### src/rtl/dvp_frame_gen.sv
// dvp_frame_gen: DVP camera-side transmitter emulating OV7670 output timing.
// Produces vsync / href framing and an 8-bit byte stream carrying RGB565
// pixels (high byte first). One frame per start pulse, or back-to-back
// frames while continuous is held high. Three test patterns are available.
module dvp_frame_gen #(
    parameter int H_ACTIVE = 640,
    parameter int V_ACTIVE = 480,
    parameter int H_BLANK  = 100,
    parameter int VS_FRONT = 10,
    parameter int VS_PULSE = 10,
    parameter int VS_BACK  = 100
) (
    input  logic       clk,
    input  logic       rst_n,
    input  logic       start,
    input  logic       continuous,
    input  logic [1:0] pattern_sel,
    output logic       vsync,
    output logic       href,
    output logic [7:0] dout,
    output logic       busy,
    output logic       frame_done
);

    localparam int LINE_BYTES = 2 * H_ACTIVE;
    localparam int MAX_0      = (VS_FRONT > VS_PULSE) ? VS_FRONT : VS_PULSE;
    localparam int MAX_1      = (MAX_0 > VS_BACK) ? MAX_0 : VS_BACK;
    localparam int MAX_2      = (MAX_1 > H_BLANK) ? MAX_1 : H_BLANK;
    localparam int MAX_LEN    = (MAX_2 > LINE_BYTES) ? MAX_2 : LINE_BYTES;
    localparam int CNT_W      = $clog2(MAX_LEN + 1);
    localparam int X_W_RAW    = $clog2(H_ACTIVE);
    localparam int X_W        = (X_W_RAW < 8) ? 8 : X_W_RAW;
    // y must be able to hold V_ACTIVE itself: it reaches that value once the
    // last line has been emitted and is used to detect end of frame.
    localparam int Y_W_RAW    = $clog2(V_ACTIVE + 1);
    localparam int Y_W        = (Y_W_RAW < 8) ? 8 : Y_W_RAW;
    localparam int BAR_PIX    = H_ACTIVE / 8;
    localparam int BAR_W      = $clog2(BAR_PIX + 1);

    localparam logic [CNT_W-1:0] FRONT_LAST = CNT_W'(VS_FRONT - 1);
    localparam logic [CNT_W-1:0] PULSE_LAST = CNT_W'(VS_PULSE - 1);
    localparam logic [CNT_W-1:0] BACK_LAST  = CNT_W'(VS_BACK - 1);
    localparam logic [CNT_W-1:0] LINE_LAST  = CNT_W'(LINE_BYTES - 1);
    localparam logic [CNT_W-1:0] BLANK_LAST = CNT_W'(H_BLANK - 1);
    localparam logic [X_W-1:0]   X_LAST     = X_W'(H_ACTIVE - 1);
    localparam logic [Y_W-1:0]   Y_END      = Y_W'(V_ACTIVE);
    localparam logic [BAR_W-1:0] BAR_LAST   = BAR_W'(BAR_PIX - 1);

    typedef enum logic [2:0] {
        S_IDLE,
        S_VS_PRE,
        S_VS_HIGH,
        S_VS_POST,
        S_LINE,
        S_HBLANK,
        S_DONE
    } state_t;

    state_t           state_reg;
    logic [CNT_W-1:0] cnt_reg;
    logic [1:0]       pattern_reg;

    // Position of the *next* byte to be emitted (look-ahead so dout can be
    // registered on the same edge that raises href).
    logic [X_W-1:0]   x_reg;
    logic [Y_W-1:0]   y_reg;
    logic             phase_reg;
    logic [BAR_W-1:0] bar_cnt_reg;
    logic [2:0]       bar_idx_reg;
    logic [7:0]       byte_cnt_reg;

    logic             cnt_last;
    logic             frame_start;
    logic             emit;
    logic [15:0]      pix_word;
    logic [7:0]       pix_byte;

    // Terminal count of the state-duration counter for the current state
    always_comb begin
        cnt_last = 1'b0;
        case (state_reg)
            S_VS_PRE:  cnt_last = (cnt_reg == FRONT_LAST);
            S_VS_HIGH: cnt_last = (cnt_reg == PULSE_LAST);
            S_VS_POST: cnt_last = (cnt_reg == BACK_LAST);
            S_LINE:    cnt_last = (cnt_reg == LINE_LAST);
            S_HBLANK:  cnt_last = (cnt_reg == BLANK_LAST);
            default:   cnt_last = 1'b0;
        endcase
    end

    // A frame begins on an accepted start or on a continuous restart from DONE;
    // emit is high on every edge whose following cycle is a LINE cycle.
    assign frame_start = ((state_reg == S_IDLE) && start) ||
                         ((state_reg == S_DONE) && continuous);
    assign emit = ((state_reg == S_VS_POST) && cnt_last) ||
                  ((state_reg == S_HBLANK) && cnt_last && (y_reg != Y_END)) ||
                  ((state_reg == S_LINE) && !cnt_last);

    // Pixel word for the selected pattern and the byte of it due next
    always_comb begin
        pix_word = 16'h0000;
        case (pattern_reg)
            2'd1: begin
                case (bar_idx_reg)
                    3'd0:    pix_word = 16'hFFFF;
                    3'd1:    pix_word = 16'hFFE0;
                    3'd2:    pix_word = 16'h07FF;
                    3'd3:    pix_word = 16'h07E0;
                    3'd4:    pix_word = 16'hF81F;
                    3'd5:    pix_word = 16'hF800;
                    3'd6:    pix_word = 16'h001F;
                    default: pix_word = 16'h0000;
                endcase
            end
            2'd2:    pix_word = {x_reg[7:3], y_reg[7:2], ~x_reg[7:3]};
            default: pix_word = 16'h0000;
        endcase
        if ((pattern_reg == 2'd1) || (pattern_reg == 2'd2)) begin
            pix_byte = phase_reg ? pix_word[7:0] : pix_word[15:8];
        end else begin
            pix_byte = byte_cnt_reg;
        end
    end

    // Frame timing FSM with registered framing outputs
    always_ff @(posedge clk or negedge rst_n) begin
        if (!rst_n) begin
            state_reg   <= S_IDLE;
            cnt_reg     <= '0;
            pattern_reg <= 2'd0;
            vsync       <= 1'b0;
            href        <= 1'b0;
            busy        <= 1'b0;
            frame_done  <= 1'b0;
        end else begin
            case (state_reg)
                S_IDLE: begin
                    if (start) begin
                        state_reg   <= S_VS_PRE;
                        cnt_reg     <= '0;
                        pattern_reg <= pattern_sel;
                        busy        <= 1'b1;
                    end
                end
                S_VS_PRE: begin
                    if (cnt_last) begin
                        state_reg <= S_VS_HIGH;
                        cnt_reg   <= '0;
                        vsync     <= 1'b1;
                    end else begin
                        cnt_reg <= cnt_reg + 1'b1;
                    end
                end
                S_VS_HIGH: begin
                    if (cnt_last) begin
                        state_reg <= S_VS_POST;
                        cnt_reg   <= '0;
                        vsync     <= 1'b0;
                    end else begin
                        cnt_reg <= cnt_reg + 1'b1;
                    end
                end
                S_VS_POST: begin
                    if (cnt_last) begin
                        state_reg <= S_LINE;
                        cnt_reg   <= '0;
                        href      <= 1'b1;
                    end else begin
                        cnt_reg <= cnt_reg + 1'b1;
                    end
                end
                S_LINE: begin
                    if (cnt_last) begin
                        state_reg <= S_HBLANK;
                        cnt_reg   <= '0;
                        href      <= 1'b0;
                    end else begin
                        cnt_reg <= cnt_reg + 1'b1;
                    end
                end
                S_HBLANK: begin
                    if (cnt_last) begin
                        cnt_reg <= '0;
                        if (y_reg == Y_END) begin
                            state_reg  <= S_DONE;
                            frame_done <= 1'b1;
                        end else begin
                            state_reg <= S_LINE;
                            href      <= 1'b1;
                        end
                    end else begin
                        cnt_reg <= cnt_reg + 1'b1;
                    end
                end
                S_DONE: begin
                    frame_done <= 1'b0;
                    cnt_reg    <= '0;
                    if (continuous) begin
                        state_reg   <= S_VS_PRE;
                        pattern_reg <= pattern_sel;
                    end else begin
                        state_reg <= S_IDLE;
                        busy      <= 1'b0;
                    end
                end
                default: begin
                    state_reg  <= S_IDLE;
                    cnt_reg    <= '0;
                    vsync      <= 1'b0;
                    href       <= 1'b0;
                    busy       <= 1'b0;
                    frame_done <= 1'b0;
                end
            endcase
        end
    end

    // Pixel position tracking and registered data byte
    always_ff @(posedge clk or negedge rst_n) begin
        if (!rst_n) begin
            x_reg        <= '0;
            y_reg        <= '0;
            phase_reg    <= 1'b0;
            bar_cnt_reg  <= '0;
            bar_idx_reg  <= 3'd0;
            byte_cnt_reg <= 8'h00;
            dout         <= 8'h00;
        end else begin
            if (frame_start) begin
                x_reg        <= '0;
                y_reg        <= '0;
                phase_reg    <= 1'b0;
                bar_cnt_reg  <= '0;
                bar_idx_reg  <= 3'd0;
                byte_cnt_reg <= 8'h00;
            end
            if (emit) begin
                dout         <= pix_byte;
                phase_reg    <= ~phase_reg;
                byte_cnt_reg <= byte_cnt_reg + 8'h01;
                if (phase_reg) begin
                    if (x_reg == X_LAST) begin
                        x_reg       <= '0;
                        bar_cnt_reg <= '0;
                        bar_idx_reg <= 3'd0;
                        y_reg       <= y_reg + 1'b1;
                    end else begin
                        x_reg <= x_reg + 1'b1;
                        if (bar_cnt_reg == BAR_LAST) begin
                            bar_cnt_reg <= '0;
                            bar_idx_reg <= bar_idx_reg + 3'd1;
                        end else begin
                            bar_cnt_reg <= bar_cnt_reg + 1'b1;
                        end
                    end
                end
            end else begin
                dout <= 8'h00;
            end
        end
    end

endmodule

### config.mk
export PLATFORM = sky130hd
export DESIGN_NAME = dvp_frame_gen
export DESIGN_NICKNAME = d
export VERILOG_FILES = /design/src/rtl/dvp_frame_gen.sv
export SDC_FILE = /design/constraint.sdc
export NUM_CORES = 1
export LEC_CHECK = 0
export BUFFER_PORTS_ARGS = -buffer_cell sky130_fd_sc_hd__buf_4
export CORE_MARGIN = 8
export CORE_UTILIZATION = 35
export CTS_BUF_LIST = sky130_fd_sc_hd__clkbuf_8
export DETAILED_ROUTE_END_ITERATION = 10
export SLEW_MARGIN = 5
export SYNTH_ARGS = -nofsm -noshare
export SYNTH_HDL_FRONTEND = slang
export SYNTH_SLANG_ARGS = --single-unit
### constraint.sdc
create_clock -name clk -period 5 [get_ports clk]
set_clock_uncertainty 0.1 [all_clocks]
set_input_delay 0.5 -clock clk [delete_from_list [all_inputs] [get_ports clk]]
set_output_delay 0.5 -clock clk [all_outputs]
set_load 0.01 [all_outputs]
After elaboration in Yosys (flattened, before gate mapping) --
Index checks and enable logic that the tools add are counted. W data, S select, Z words.
Storage, ports and cells: register bits after elaboration 66, bits in latches 0, bits in writable memories 0, ROM bits 0, output and inout bits 12, memories 0
Operators by class: $add $sub $neg 6, $mul 0, divide/modulo/power cells 0, $lt $le $gt $ge 0, eq/ne operators 31, shifts and indexed selects 0, mux-type cells 55, bitwise logic cells 6, reduce and logical (&&, ||, !) cells 27
Operators with widths (number):
- $pmux W16 S7 | 1
- $mux W10 | 4
- $mux W8 | 5
- $mux W9 | 4
- $mux W7 | 5
- $mux W3 | 11
- $pmux W16 S2 | 1
- $mux W11 | 2
- $pmux W11 S2 | 1
- $pmux W3 S7 | 1
- $eq A3 B3 Y1 const B | 6
- $ne A2 B2 Y1 const B | 9
- $reduce_or A5 Y1 | 3
- $eq A3 B2 Y1 const B | 4
- $reduce_and A3 Y1 | 4
- $add A11 B1 Y11 const B | 1
- $eq A11 B11 Y1 const B | 1
- $eq A11 B4 Y1 const B | 1
- $eq A11 B7 Y1 const B | 1
- $mux W1 | 11
- $add A10 B1 Y10 const B | 1
- $eq A10 B10 Y1 const B | 1
- $add A9 B1 Y9 const B | 1
- $eq A9 B9 Y1 const B | 1
- 25 further kinds | 45

Logic depth before layout (Yosys ltp) --
word-level depth 8, gate-level depth with buffers 10

Worst setup path after synthesis --
Ideal clock, no wire load.
path type register to register, from register state_reg[0], to register bar_cnt_reg[5], arrival time 2.660 ns, required time 4.774 ns, slack 2.114 ns, cell stages (with the launch flop) 10, cells stage by stage dfrtp_1 buf_2 or3b_4 mux2i_1 nand4_1 a2111oi_4 mux2_4 and2_1 buf_4 a221o_1
Between the ends: word-level cells in the longest chain between the ends 8, elaborated cells between the ends (all ways) 23, classes of those cells 6 x eq/ne; 4 x mux; 13 x reduce/logical
Ends and longest elaborated chain:
- from (decl) | line 59 | state_t state_reg;
- from (signal assigned) | line 128 | state_reg <= S_IDLE;
- from (signal assigned) | line 139 | state_reg <= S_VS_PRE;
- from (signal assigned) | line 147 | state_reg <= S_VS_HIGH;
- $eq A3 B2 Y1 (tied with other cells) | line 81, 95
- $reduce_or A2 Y1 (no source line)
- $pmux W1 S3 | line 81 | case (state_reg)
- $logic_and A1 B1 Y1 (2 in a row) | line 96 | ((state_reg == S_HBLANK) && cnt_last && (y_reg != Y_END)) ||
- $logic_or A1 B1 Y1 | line 95 | assign emit = ((state_reg == S_VS_POST) && cnt_last) ||
- $logic_or A1 B1 Y1 | line 96
- $mux W7 * | line 237 | if (emit) begin
- to (signal assigned) | line 253 | bar_cnt_reg <= bar_cnt_reg + 1'b1;
- to (decl) | line 68 | logic [BAR_W-1:0] bar_cnt_reg;
Mark *: on every way between the ends. The rest lies on a longest branch, timed or not. A chain may end at the register's enable or synchronous reset.

Final worst setup path --
from register state_reg[0], to register x_reg[7]
Between the ends: word-level cells in the longest chain between the ends 8, elaborated cells between the ends (all ways) 23, classes of those cells 6 x eq/ne; 4 x mux; 13 x reduce/logical
Ends and longest elaborated chain:
- $eq A3 B2 Y1 (tied with other cells) | line 81, 95
- $reduce_or A2 Y1 (no source line)
- $pmux W1 S3 | line 81
- $logic_and A1 B1 Y1 (2 in a row) | line 96
- $logic_or A1 B1 Y1 | line 95
- $logic_or A1 B1 Y1 | line 96
- $mux W10 * | line 237
- to (signal assigned) | line 248 | x_reg <= x_reg + 1'b1;
- to (decl) | line 65 | logic [X_W-1:0] x_reg;
Marks and branches as above.

==> flow_summary.json <==
{
  "min_period_ns": 3.61,
  "setup_viol": 0,
  "postCtsSetupBuffers": 0,
  "grt_pass1_vias": 3017,
  "slew_headroom_pct": 19.9,
  "async_flop_share_pct": 100,
  "avgViaCountPerCell": 5.37,
  "seq_area_um2": 1650,
  "crit_fanout": 18,
  "tightest_slew_ns": 1.17,
  "fillers": 1075,
  "critical-path-top-delay-family": "multiplexers",
  "peakVddDrop_v": 0.000124,
  "dp_hpwl_um": 5710,
  "postSynthAreaPerCell_um2": 9.22,
  "path_clk_slew_ns": 0.08,
  "multi_input_area_um2": 1980,
  "synth_warnings": 0,
  "max_freq_ghz": 0.277,
  "p_leak_uw": 0.00178,
  "ant_nets": 0,
  "first_pass_iters": 4,
  "cts.path.max_buffers": 2,
  "r2r_cells": 7,
  "routed_wl_um": 8290,
  "nNetsFinal": 440,
  "portBuffers": 17,
  "ys_ff_latch": 66,
  "crit_slowest_cell": "mux2i_1",
  "path_class": "reg -> reg",
  "synth_cells": 412,
  "r2r_end": "x_reg[7]",
  "r2r_slack_ns": 1.39,
  "holdBufCountCts": 0,
  "drive_above_1_share_pct": 11.3,
  "outcome": "finished clean",
  "required_ns": 5.13,
  "die_h_um": 120,
  "diodes": 0,
  "synth.distinct_cells": 52,
  "max_cap_viol_count": 0,
  "wl_per_cell_um": 14.7,
  "dieArea_um2": 14400,
  "tns_ns": 0,
  "start_kind": "flop",
  "grt_usage_pct": 12.1,
  "cts_tree": "yes",
  "crit_start": "state_reg[0]",
  "start_util_pct": 35.5,
  "slew_viol_final": 0,
  "finalCritPeriodShare_pct": 72.2,
  "area_growth_syn_to_layout_pct": 10.7,
  "synth_flop_cell": "dfrtp_1",
  "endpoint": "x_reg[7]",
  "clock_sinks": 66,
  "core_um2": 10700,
  "clkLatencyLatePin_ns": 0.35,
  "rows": 38,
  "via_count": 3035,
  "ios": 18,
  "die_w_um": 120,
  "layout_commonest_cell": "dfrtp_1",
  "final_cells": 565,
  "grt_max_degree": 67,
  "overflow": 0,
  "numCtsBuffers": 9,
  "grt_pass1_wl_um": 14500,
  "yosysSeqAreaShare_pct": 43.5,
  "gp_congestion": 0.785,
  "antenna_found_initial": 0,
  "crit_arrival_ns": 3.74,
  "worst-path-stages": 7,
  "cts_root_buffer": "clkbuf_8",
  "layout_common_cells": "dfrtp_1 (66), nand2_1 (39), nor2_1 (36)",
  "hold_path_class": "in -> async",
  "path_buf_inv": 0,
  "syn_area_um2": 3800,
  "drc": 0,
  "cpMostUsedCell": "mux2i_1",
  "r2r_start": "state_reg[0]",
  "end_kind": "flop",
  "powerDensity_nw_per_um2": 322,
  "drtIter0Drc": 223,
  "synth_edf_count": 0,
  "rsz0062_at_grt": "no",
  "largest_reg_flops": 11,
  "cts_max_level": 3,
  "crit_chain": "or3b_4, mux2i_1, nand4_1, a2111oi_4, mux2i_1, nor4_1, a211o_1",
  "syn_nets": 431,
  "finalHoldViolations": 0,
  "place_inst": 550,
  "post_cts_resize_count": 0,
  "slowest_delay_ns": 1.03,
  "p_total_uw": 1350
}
per-stage QoR:
step	setup slack (ns)	hold slack (ns)	instance area, µm²	utilization [%]
3_3_place_gp	1.52	0.379	4010	37.5
6_report	1.39	0.155	4210	39.3
2_1_floorplan	2.11	0.104	3800	-
3_5_place_dp	1.40	0.382	4010	37.5
4_1_cts	1.39	0.193	4210	39.3
5_1_grt	1.15	0.233	4210	39.3
power breakdown:
part	total (µW)	leakage, µW	switching, µW	internal, µW
Clock	452	0.0000941	212	239
Combinational	276	0.000778	181	95.8
Sequential	624	0.000903	61.9	563
Total	1350	0.00178	455	898
cell type report:
class                      count  area share, %
multi-input combinational    306           47.1
sequential                    66           39.3
tap                          140           4.17
clock buffer                  10           3.27
timing repair buffer          17           3.03
inverter                      21           1.87
clock inverter                 5           1.31
metal layers:
metal	track usage [%]	routed length [µm]
met5	0	0
met4	3.51	96
met1	15.2	4000
met2	20.1	3960
met3	3.31	230
worst min-delay path by stage:
stage / start / end / slack (ns)
2_1_floorplan: rst_n / bar_cnt_reg[0] / 0.10
3_3_place_gp: frame_done / frame_done / 0.38
3_5_place_dp: frame_done / frame_done / 0.38
4_1_cts: rst_n / byte_cnt_reg[2] / 0.19
5_1_grt: rst_n / byte_cnt_reg[4] / 0.23
6_report: rst_n / byte_cnt_reg[4] / 0.15
kinds of logic (layout without fill, tap and decap cells):
family          after synthesis  after routing  synth area share, %
compound gates              101            101                 18.8
xor+xnor                     14             14                 3.23
fa+ha+maj                    13             13                 4.28
buf+inv                      40             53                 4.45
flops                        66             66                 43.5
mux                          16             16                 4.58
simple gates                162            162                 21.2
synthesized netlist by cell type (all sizes together) (2+ instances only):
cell type  number  share of area, %
a211o           2              0.46
a211oi          4              0.79
a21o            7               1.4
a21oi          19               2.5
a221o           3              0.79
a221oi          8               1.8
a22o            5               1.2
a31o            4              0.92
and2            6              0.99
and3            8               1.3
buf             9               1.4
clkbuf         10              0.99
dfrtp          66                43
ha             13               4.3
inv            21               2.1
mux2            8               2.5
mux2i           8               2.1
nand2          40               4.0
nand2b          8               1.3
nand3          23               3.0
nand3b          2              0.40
nand4           4              0.66
nor2           36               3.6
nor2b           8               1.3
nor3            8               1.1
nor3b           2              0.40
nor4            5              0.82
o211ai         13               2.6
o21ai          23               3.0
o2bb2ai         2              0.46
o31ai           3              0.59
or2             2              0.33
or3             5              0.82
or4             2              0.40
xnor2           5               1.2
xor2            9               2.1
Power figures use the tool's default switching activity.
